File: src/rtl/wam_pkg.sv
// Shared types and helpers for the whack-a-mole hit judge.
//   N_HOLES     : number of holes/buttons (fixes the width of hole_vec_t)
//   SCORE_W_DEF : default width of the score and miss counters
//   CNT_W       : width able to hold a count of 0..N_HOLES set bits
//   hole_vec_t  : one bit per hole
//   hit_state_t : per-hole judge state
//   popcount    : number of set bits in a hole_vec_t
package wam_pkg;

    localparam int unsigned N_HOLES     = 8;
    localparam int unsigned SCORE_W_DEF = 8;
    localparam int unsigned CNT_W       = $clog2(N_HOLES + 1);

    typedef logic [N_HOLES-1:0] hole_vec_t;

    typedef enum logic {
        HS_IDLE     = 1'b0,
        HS_WAIT_ACK = 1'b1
    } hit_state_t;

    // Count of asserted holes in a vector.
    function automatic logic [CNT_W-1:0] popcount(input hole_vec_t v);
        logic [CNT_W-1:0] c;
        c = '0;
        for (int i = 0; i < int'(N_HOLES); i++) begin
            c = c + CNT_W'(v[i]);
        end
        return c;
    endfunction

endpackage

File: src/rtl/wam_debounce.sv
// One hole button: 2-flop synchronizer, level debouncer and rising-edge press pulse.
//   clk        : system clock
//   clr        : asynchronous active-high reset
//   i_btn      : raw asynchronous button level
//   o_press_c  : one-cycle pulse when the debounced level rises (decoded from flops only)
// The debounced level flips only after DB_CYCLES consecutive synchronized samples that
// differ from it; any sample agreeing with the current level restarts the count.
module wam_debounce #(
    parameter int unsigned DB_CYCLES = 50000
) (
    input  logic clk,
    input  logic clr,
    input  logic i_btn,
    output logic o_press_c
);

    localparam int unsigned DB_W = (DB_CYCLES > 1) ? $clog2(DB_CYCLES) : 1;
    localparam logic [DB_W-1:0] DB_LAST = DB_W'(DB_CYCLES - 1);

    logic [1:0]      r_sync;
    logic            r_db;
    logic            r_db_q;
    logic [DB_W-1:0] r_cnt;

    // Synchronizer, debounce counter and delayed level for edge detection.
    always_ff @(posedge clk or posedge clr) begin
        if (clr) begin
            r_sync <= 2'b00;
            r_db   <= 1'b0;
            r_db_q <= 1'b0;
            r_cnt  <= '0;
        end else begin
            r_sync <= {r_sync[0], i_btn};
            r_db_q <= r_db;
            if (r_sync[1] == r_db) begin
                r_cnt <= '0;
            end else if (r_cnt == DB_LAST) begin
                r_db  <= r_sync[1];
                r_cnt <= '0;
            end else begin
                r_cnt <= r_cnt + DB_W'(1);
            end
        end
    end

    assign o_press_c = r_db & ~r_db_q;

endmodule

File: src/rtl/wam_hit.sv
// Player-side judge for the mole game. Debounces the hole buttons, raises a per-hole hit
// request for every press on a live mole and holds it until the generator clears that mole
// (acknowledge) or a timeout expires. Counts accepted hits (score) and presses on empty
// holes (miss), both saturating.
//   clk     : system clock
//   clr     : asynchronous active-high reset
//   btn     : raw asynchronous hole buttons
//   holes   : live moles from the generator, also the acknowledge for hit
//   hit     : registered hit request per hole
//   score   : accepted hits, saturating
//   miss    : presses on empty holes, saturating
//   ack_err : sticky, set when a hit request timed out
// Build option: define WAM_HIT_PENALTY_EN to make each miss also take one point off the
// score (net per-cycle change = hits - misses, clamped to the counter range).
module wam_hit
    import wam_pkg::*;
#(
    parameter int unsigned DB_CYCLES = 50000,
    parameter int unsigned ACK_TO    = 4194304,
    parameter int unsigned SCORE_W   = SCORE_W_DEF
) (
    input  logic               clk,
    input  logic               clr,
    input  logic [N_HOLES-1:0] btn,
    input  logic [N_HOLES-1:0] holes,
    output logic [N_HOLES-1:0] hit,
    output logic [SCORE_W-1:0] score,
    output logic [SCORE_W-1:0] miss,
    output logic               ack_err
);

    localparam int unsigned TO_W  = (ACK_TO > 1) ? $clog2(ACK_TO) : 1;
    localparam int unsigned SUM_W = SCORE_W + CNT_W + 1;
    localparam logic [TO_W-1:0]  TO_LAST = TO_W'(ACK_TO - 1);
    localparam logic [SUM_W-1:0] SAT     = SUM_W'({SCORE_W{1'b1}});

    hole_vec_t       w_press;
    hit_state_t      r_state   [N_HOLES];
    hit_state_t      w_state_nx[N_HOLES];
    logic [TO_W-1:0] r_cnt     [N_HOLES];
    logic [TO_W-1:0] w_cnt_nx  [N_HOLES];
    hole_vec_t       r_hit;
    hole_vec_t       w_hit_nx;
    hole_vec_t       w_acc;
    hole_vec_t       w_mis;
    logic            r_ack_err;
    logic            w_err_nx;
    logic [SCORE_W-1:0] r_score;
    logic [SCORE_W-1:0] r_miss;
    logic [SCORE_W-1:0] w_score_nx;
    logic [SCORE_W-1:0] w_miss_nx;
    logic [CNT_W-1:0]   w_hits;
    logic [CNT_W-1:0]   w_misses;
    logic [SUM_W-1:0]   w_ssum;
    logic [SUM_W-1:0]   w_msum;

    // Per-hole input conditioning.
    for (genvar g = 0; g < int'(N_HOLES); g++) begin : g_db
        wam_debounce #(
            .DB_CYCLES (DB_CYCLES)
        ) u_db (
            .clk       (clk),
            .clr       (clr),
            .i_btn     (btn[g]),
            .o_press_c (w_press[g])
        );
    end

    // State, timeout counters and all outputs are registered here.
    always_ff @(posedge clk or posedge clr) begin
        if (clr) begin
            r_state   <= '{default: HS_IDLE};
            r_cnt     <= '{default: '0};
            r_hit     <= '0;
            r_ack_err <= 1'b0;
            r_score   <= '0;
            r_miss    <= '0;
        end else begin
            r_state   <= w_state_nx;
            r_cnt     <= w_cnt_nx;
            r_hit     <= w_hit_nx;
            r_ack_err <= w_err_nx;
            r_score   <= w_score_nx;
            r_miss    <= w_miss_nx;
        end
    end

    // Per-hole judge FSMs: classify presses, hold hit until ack or timeout.
    always_comb begin
        w_state_nx = r_state;
        w_cnt_nx   = r_cnt;
        w_hit_nx   = r_hit;
        w_acc      = '0;
        w_mis      = '0;
        w_err_nx   = r_ack_err;
        for (int i = 0; i < int'(N_HOLES); i++) begin
            case (r_state[i])
                HS_IDLE: begin
                    w_hit_nx[i] = 1'b0;
                    if (w_press[i]) begin
                        // holes is sampled in the press cycle; a mole leaving now is a miss
                        if (holes[i]) begin
                            w_state_nx[i] = HS_WAIT_ACK;
                            w_hit_nx[i]   = 1'b1;
                            w_cnt_nx[i]   = '0;
                            w_acc[i]      = 1'b1;
                        end else begin
                            w_mis[i] = 1'b1;
                        end
                    end
                end
                HS_WAIT_ACK: begin
                    // further presses are ignored; ack takes priority over timeout
                    w_hit_nx[i] = 1'b1;
                    if (!holes[i]) begin
                        w_state_nx[i] = HS_IDLE;
                        w_hit_nx[i]   = 1'b0;
                    end else if (r_cnt[i] == TO_LAST) begin
                        w_state_nx[i] = HS_IDLE;
                        w_hit_nx[i]   = 1'b0;
                        w_err_nx      = 1'b1;
                    end else begin
                        w_cnt_nx[i] = r_cnt[i] + TO_W'(1);
                    end
                end
            endcase
        end
    end

    // Score and miss update: all holes of one cycle applied together, saturating.
    always_comb begin
        w_hits   = popcount(w_acc);
        w_misses = popcount(w_mis);
        w_msum   = SUM_W'(r_miss) + SUM_W'(w_misses);
`ifdef WAM_HIT_PENALTY_EN
        // wraps below zero into the top bit, which cannot be reached by a positive sum
        w_ssum   = SUM_W'(r_score) + SUM_W'(w_hits) - SUM_W'(w_misses);
`else
        w_ssum   = SUM_W'(r_score) + SUM_W'(w_hits);
`endif
        w_miss_nx  = (w_msum > SAT) ? {SCORE_W{1'b1}} : SCORE_W'(w_msum);
        w_score_nx = SCORE_W'(w_ssum);
        if (w_ssum[SUM_W-1]) begin
            w_score_nx = '0;
        end else if (w_ssum > SAT) begin
            w_score_nx = {SCORE_W{1'b1}};
        end
    end

    assign hit     = r_hit;
    assign score   = r_score;
    assign miss    = r_miss;
    assign ack_err = r_ack_err;

endmodule

File: config.mk
export PLATFORM = sky130hd
export DESIGN_NAME = wam_hit
export DESIGN_NICKNAME = d
export VERILOG_FILES = /design/src/rtl/wam_pkg.sv /design/src/rtl/wam_debounce.sv /design/src/rtl/wam_hit.sv
export SDC_FILE = /design/constraint.sdc
export NUM_CORES = 1
export LEC_CHECK = 0
export BUFFER_PORTS_ARGS = -buffer_cell sky130_fd_sc_hd__clkbuf_2
export CAP_MARGIN = 5
export CORE_ASPECT_RATIO = 1.75
export CORE_MARGIN = 4
export CORE_UTILIZATION = 65
export CTS_CLUSTER_SIZE = 25
export DETAILED_ROUTE_END_ITERATION = 8
export PLACE_DENSITY = 0.86
export SETUP_SLACK_MARGIN = 0.3
export SLEW_MARGIN = 40
export SYNTH_ARGS = -nofsm -noshare
export SYNTH_HDL_FRONTEND = slang
export SYNTH_HIERARCHICAL = 1
export SYNTH_SLANG_ARGS = --single-unit
File: constraint.sdc
create_clock -name clk -period 13.4 [get_ports clk]
set_input_delay 1.34 -clock clk [delete_from_list [all_inputs] [get_ports clk]]
set_output_delay 1.34 -clock clk [all_outputs]
set_load 0.05 [all_outputs]
==> metrics list <==
- Avg Vias per Cell: about 6.3
- After detailed routing, the average wire length per cell comes to roughly 17 um.
- Top post-synthesis cells by count: dfrtp_1, nor2_1, xnor2_1, nand2_1, nand3_1
- Fraction of layout instances using a drive strength above 1: about an eighth
- Count of input and output buffers: between 40 and 50
* Static Leak: between 0.008 and 0.009 uW
- Detailed routing inserted a total of about 15,000 vias.
- The core region is just under 30,000 um2.
- Total power divided by cell area: a little over 100 nW/um2
- Pin count of the biggest net entering global routing: roughly 150
* Clock tree from TritonCTS: yes
- Number of antenna cells inserted: 0
* Synthesized Nets: roughly 2,000
* Class of the most critical setup path: input port to register
* Cell internal pwr: roughly 1700 uW
- Counting every sink on the clock net gives ~360.
* Pre-CTS setup slack: 7570 ps
* Cell type contributing the most total cell area after synthesis: dfrtp_1
- Across the VDD grid, the largest voltage drop is around 120 uV.
* Number of search-and-repair iterations in the first detailed-routing pass: 5
* Dpl hpwl: between 20,000 and 30,000 um
- STA puts the critical path data required time at roughly 14,000 ps.
- Once detail routing completed, the nets flagged for antenna violations numbered 0.
- Post-CTS Hold Buffers: 0
- The most common cell in the synthesized netlist is dfrtp_1.
- In this run, synthesis inferred 0 flip-flops with an integrated enable.
* Total clock buffers created by CTS: 35
- Net switching share of the total power: a little over a fifth
- In the post-route analysis, the smallest setup slack over all paths is a little over 8000 ps.
- Status: finished clean
- Initial core utilization: roughly two thirds
- Slowest cell on crit path: and3_1
- Initial antenna violation count: 2
* PostCTS Resize Cnt: 0
- STA classifies the critical path endpoint as a register.
- Flops & latches, synth: approximately 360
- Worst Setup Start Kind: input port
- Largest cells by area after synthesis: dfrtp_1, xnor2_1, nor2_1
- RePlAce Congestion: between 0.8 and 0.9
- Post-detailed-routing wire length: approximately 40,000 um
* Sequential group share of total power: about half
* # rows: 83
- In this run the register-to-register setup slack is 8290 ps.
- Vert. Die Dim: between 200 and 250 um
* Final clock skew: 7.69 ps
* Clock Power Share: between 40 and 50%
- Setup violations remaining at the end of the flow were counted as 0.
- For this block, the initial DRC count from the detailed router was roughly 1,000.
- Clk Latency, worst-skew pair: about 520 ps
* Slew of the pin with the lowest slew margin: 831 ps
- Post-route fraction of the period consumed by the critical path: between 30% and 40%
* Share of the yosys chip area belonging to registers: a little under half
* Remaining global-route overflow: 0
- Fraction of synthesized cell area taken by the top area cell type: roughly 46%
* Count of endpoints failing hold in the final timing report: 0
* Cell occurring most often along the worst timing path: fa_1
- Timing would allow up to about 190 MHz.
* Max Transition Viols Final: 0
- Min Hold Slack: 347 ps
* Count of different cell masters after synthesis: between 70 and 80
- Layout Utilization: roughly 71%
* Die W: about 140 um
- Compared with the post-synthesis result, the final layout area differs by 7.31%.
- Data on the critical path arrives at its endpoint at around 5700 ps.
- The worst pin sits at a relative slew slack of 44.6%.
* Max incr delay on CP: just over 700 ps
- A synthesized cell averages between 10 and 15 um2.
- Global-route wire length before repair: between 70,000 and 80,000 um
- Critical path peak fanout: 22
* Dominant synthesized flop cell: dfrtp_1
- After layout, the minimum clock period comes to ~5300 ps.
- Combined area of all synthesized cells: around 20,000 um2
* Longest Clk Path Bufs: 3
* Cell-by-cell listing of the critical path: clkbuf_2 > and3_1 > fa_1 > inv_1 > fa_1 > fa_1 > fa_1 > fa_1 > nor2b_1 > o21ai_0 > nand2_1 > and3_1 > mux2_2
- For this run, the post-layout net count is ~2,000.
- Clock H-tree levels: 2
- Global routing used 25.0% of the available tracks across all layers.
- Power share of the combinational group: ~2.2%
* Instance count of the mapped netlist: just under 2,000
- Setup TNS: 0 ps
* Async set or reset register ratio after synthesis: 100%
- In this run the worst hold path is classified as register to register.
- Unrepaired setup endpoints after global routing: no
* Buffer cell driving the clock tree root: clkbuf_16
* Total of warnings raised by yosys: 6
* Residual DRC: 0
- The floorplan step defined a die boundary enclosing between 30,000 and 40,000 um2.
- Clock-pin slew on the worst setup and hold paths: about 60 ps
- For this design the total switching power over the nets is 473 uW.
* Io pins: between 40 and 50
* Via count of the first global-routing pass: roughly 15,000
* Number of setup buffers added after CTS: 0
- The tool flagged a number of max-cap violations equal to 0.
through the flow:
step | std cells | area [um2] | power, uW
floorplan | 1949 | 19600 | 1160
global placement | 2299 | 19800 | 1180
detailed placement | 2299 | 19800 | 1180
CTS | 2361 | 21000 | 2200
global route | 2361 | 21000 | 2250
finish | 2361 | 21000 | 2180
worst max-delay path: cells and delay by family:
kind                     cells  cell delay [ps]
adder cells (fa/ha/maj)      5             2430
AND/OR/NAND/NOR              4             1210
multiplexers                 1              330
buffers and inverters        2              270
AO/OA/AOI/OAI                1              120
metal layers:
| layer | part of all wire [%] | up-vias | routed length [um] | track usage [%] |
|---|---|---|---|---|
| met5 | 0.039 | - | 16 | 0 |
| met4 | 3.4 | 4 | 1400 | 9.11 |
| met3 | 4.8 | 112 | 1970 | 3.86 |
| met2 | 54 | 400 | 22100 | 46.8 |
| met1 | 38 | 7434 | 15700 | 28.8 |
| li1 | - | 7010 | - | - |
area by class of cell:
type / instances / area, um2
Tap cell: 382 / 478
Clock buffer: 45 / 1010
Sequential cell: 361 / 9030
Clock inverter: 17 / 186
Inverter: 73 / 287
Timing Repair Buffer: 46 / 240
Multi-Input combinational cell: 1437 / 9770
Fill cell: 2101 / 8490
worst paths after layout:
path                                        start                endpoint  cells after the start
max reg2reg                     g_db[0].u_db/r_db                score[6]                     14
min reg2reg                g_db[7].u_db/r_sync[0]  g_db[7].u_db/r_sync[1]                      0
max in group asynchronous                     clr              r_cnt[172]                      3
min                        g_db[7].u_db/r_sync[0]  g_db[7].u_db/r_sync[1]                      0
min in group asynchronous                     clr       g_db[2].u_db/r_db                      2
max                                      holes[2]                score[6]                     13
logic make-up (layout without fill, tap and decap cells):
kind of cell	count (synthesis)	count (layout)	share of synthesized area, %
AOI/OAI and AO/OA	247	247	8.28
buffers and inverters	151	181	4.05
muxes	21	21	1.17
adders and majority gates	38	38	2.81
DFF	361	361	46.2
and+or+nand+nor	920	920	28.1
xor gates and xnor gates	211	211	9.44
registers in the layout (all words and copies together) (netlist names):
name and cells:
ack_err 1, g_db.u_db/r_cnt 128, g_db.u_db/r_db 8, g_db.u_db/r_db_q 8, g_db.u_db/r_sync 16, hit 8
miss 8, r_cnt 176, score 8
layout by cell type (no fill, tap or decap), types with 39 or more instances in the layout:
cell type  netlist  final
and4_1          39     39
nand4_1         90     90
xnor2_1        147    147
and3_1          44     44
nor2_1         238    238
inv_1           72     65
dfrtp_1        361    361
xor2_1          64     64
o21ai_0         58     58
nand2_1        111    111
a21oi_1         71     71
nand3_1        106    106
clkbuf_2         5     42
power groups by stage:
stage                     combinational (uW)  clock, uW  sequential, uW
final                                   46.9       1020            1110
after global routing                    55.3       1080            1110
after CTS                               48.7       1040            1110
after detailed placement                48.1          0            1130
after global placement                  46.2          0            1130
after floorplan                         34.7          0            1130
(Power assumes the default switching activity.)
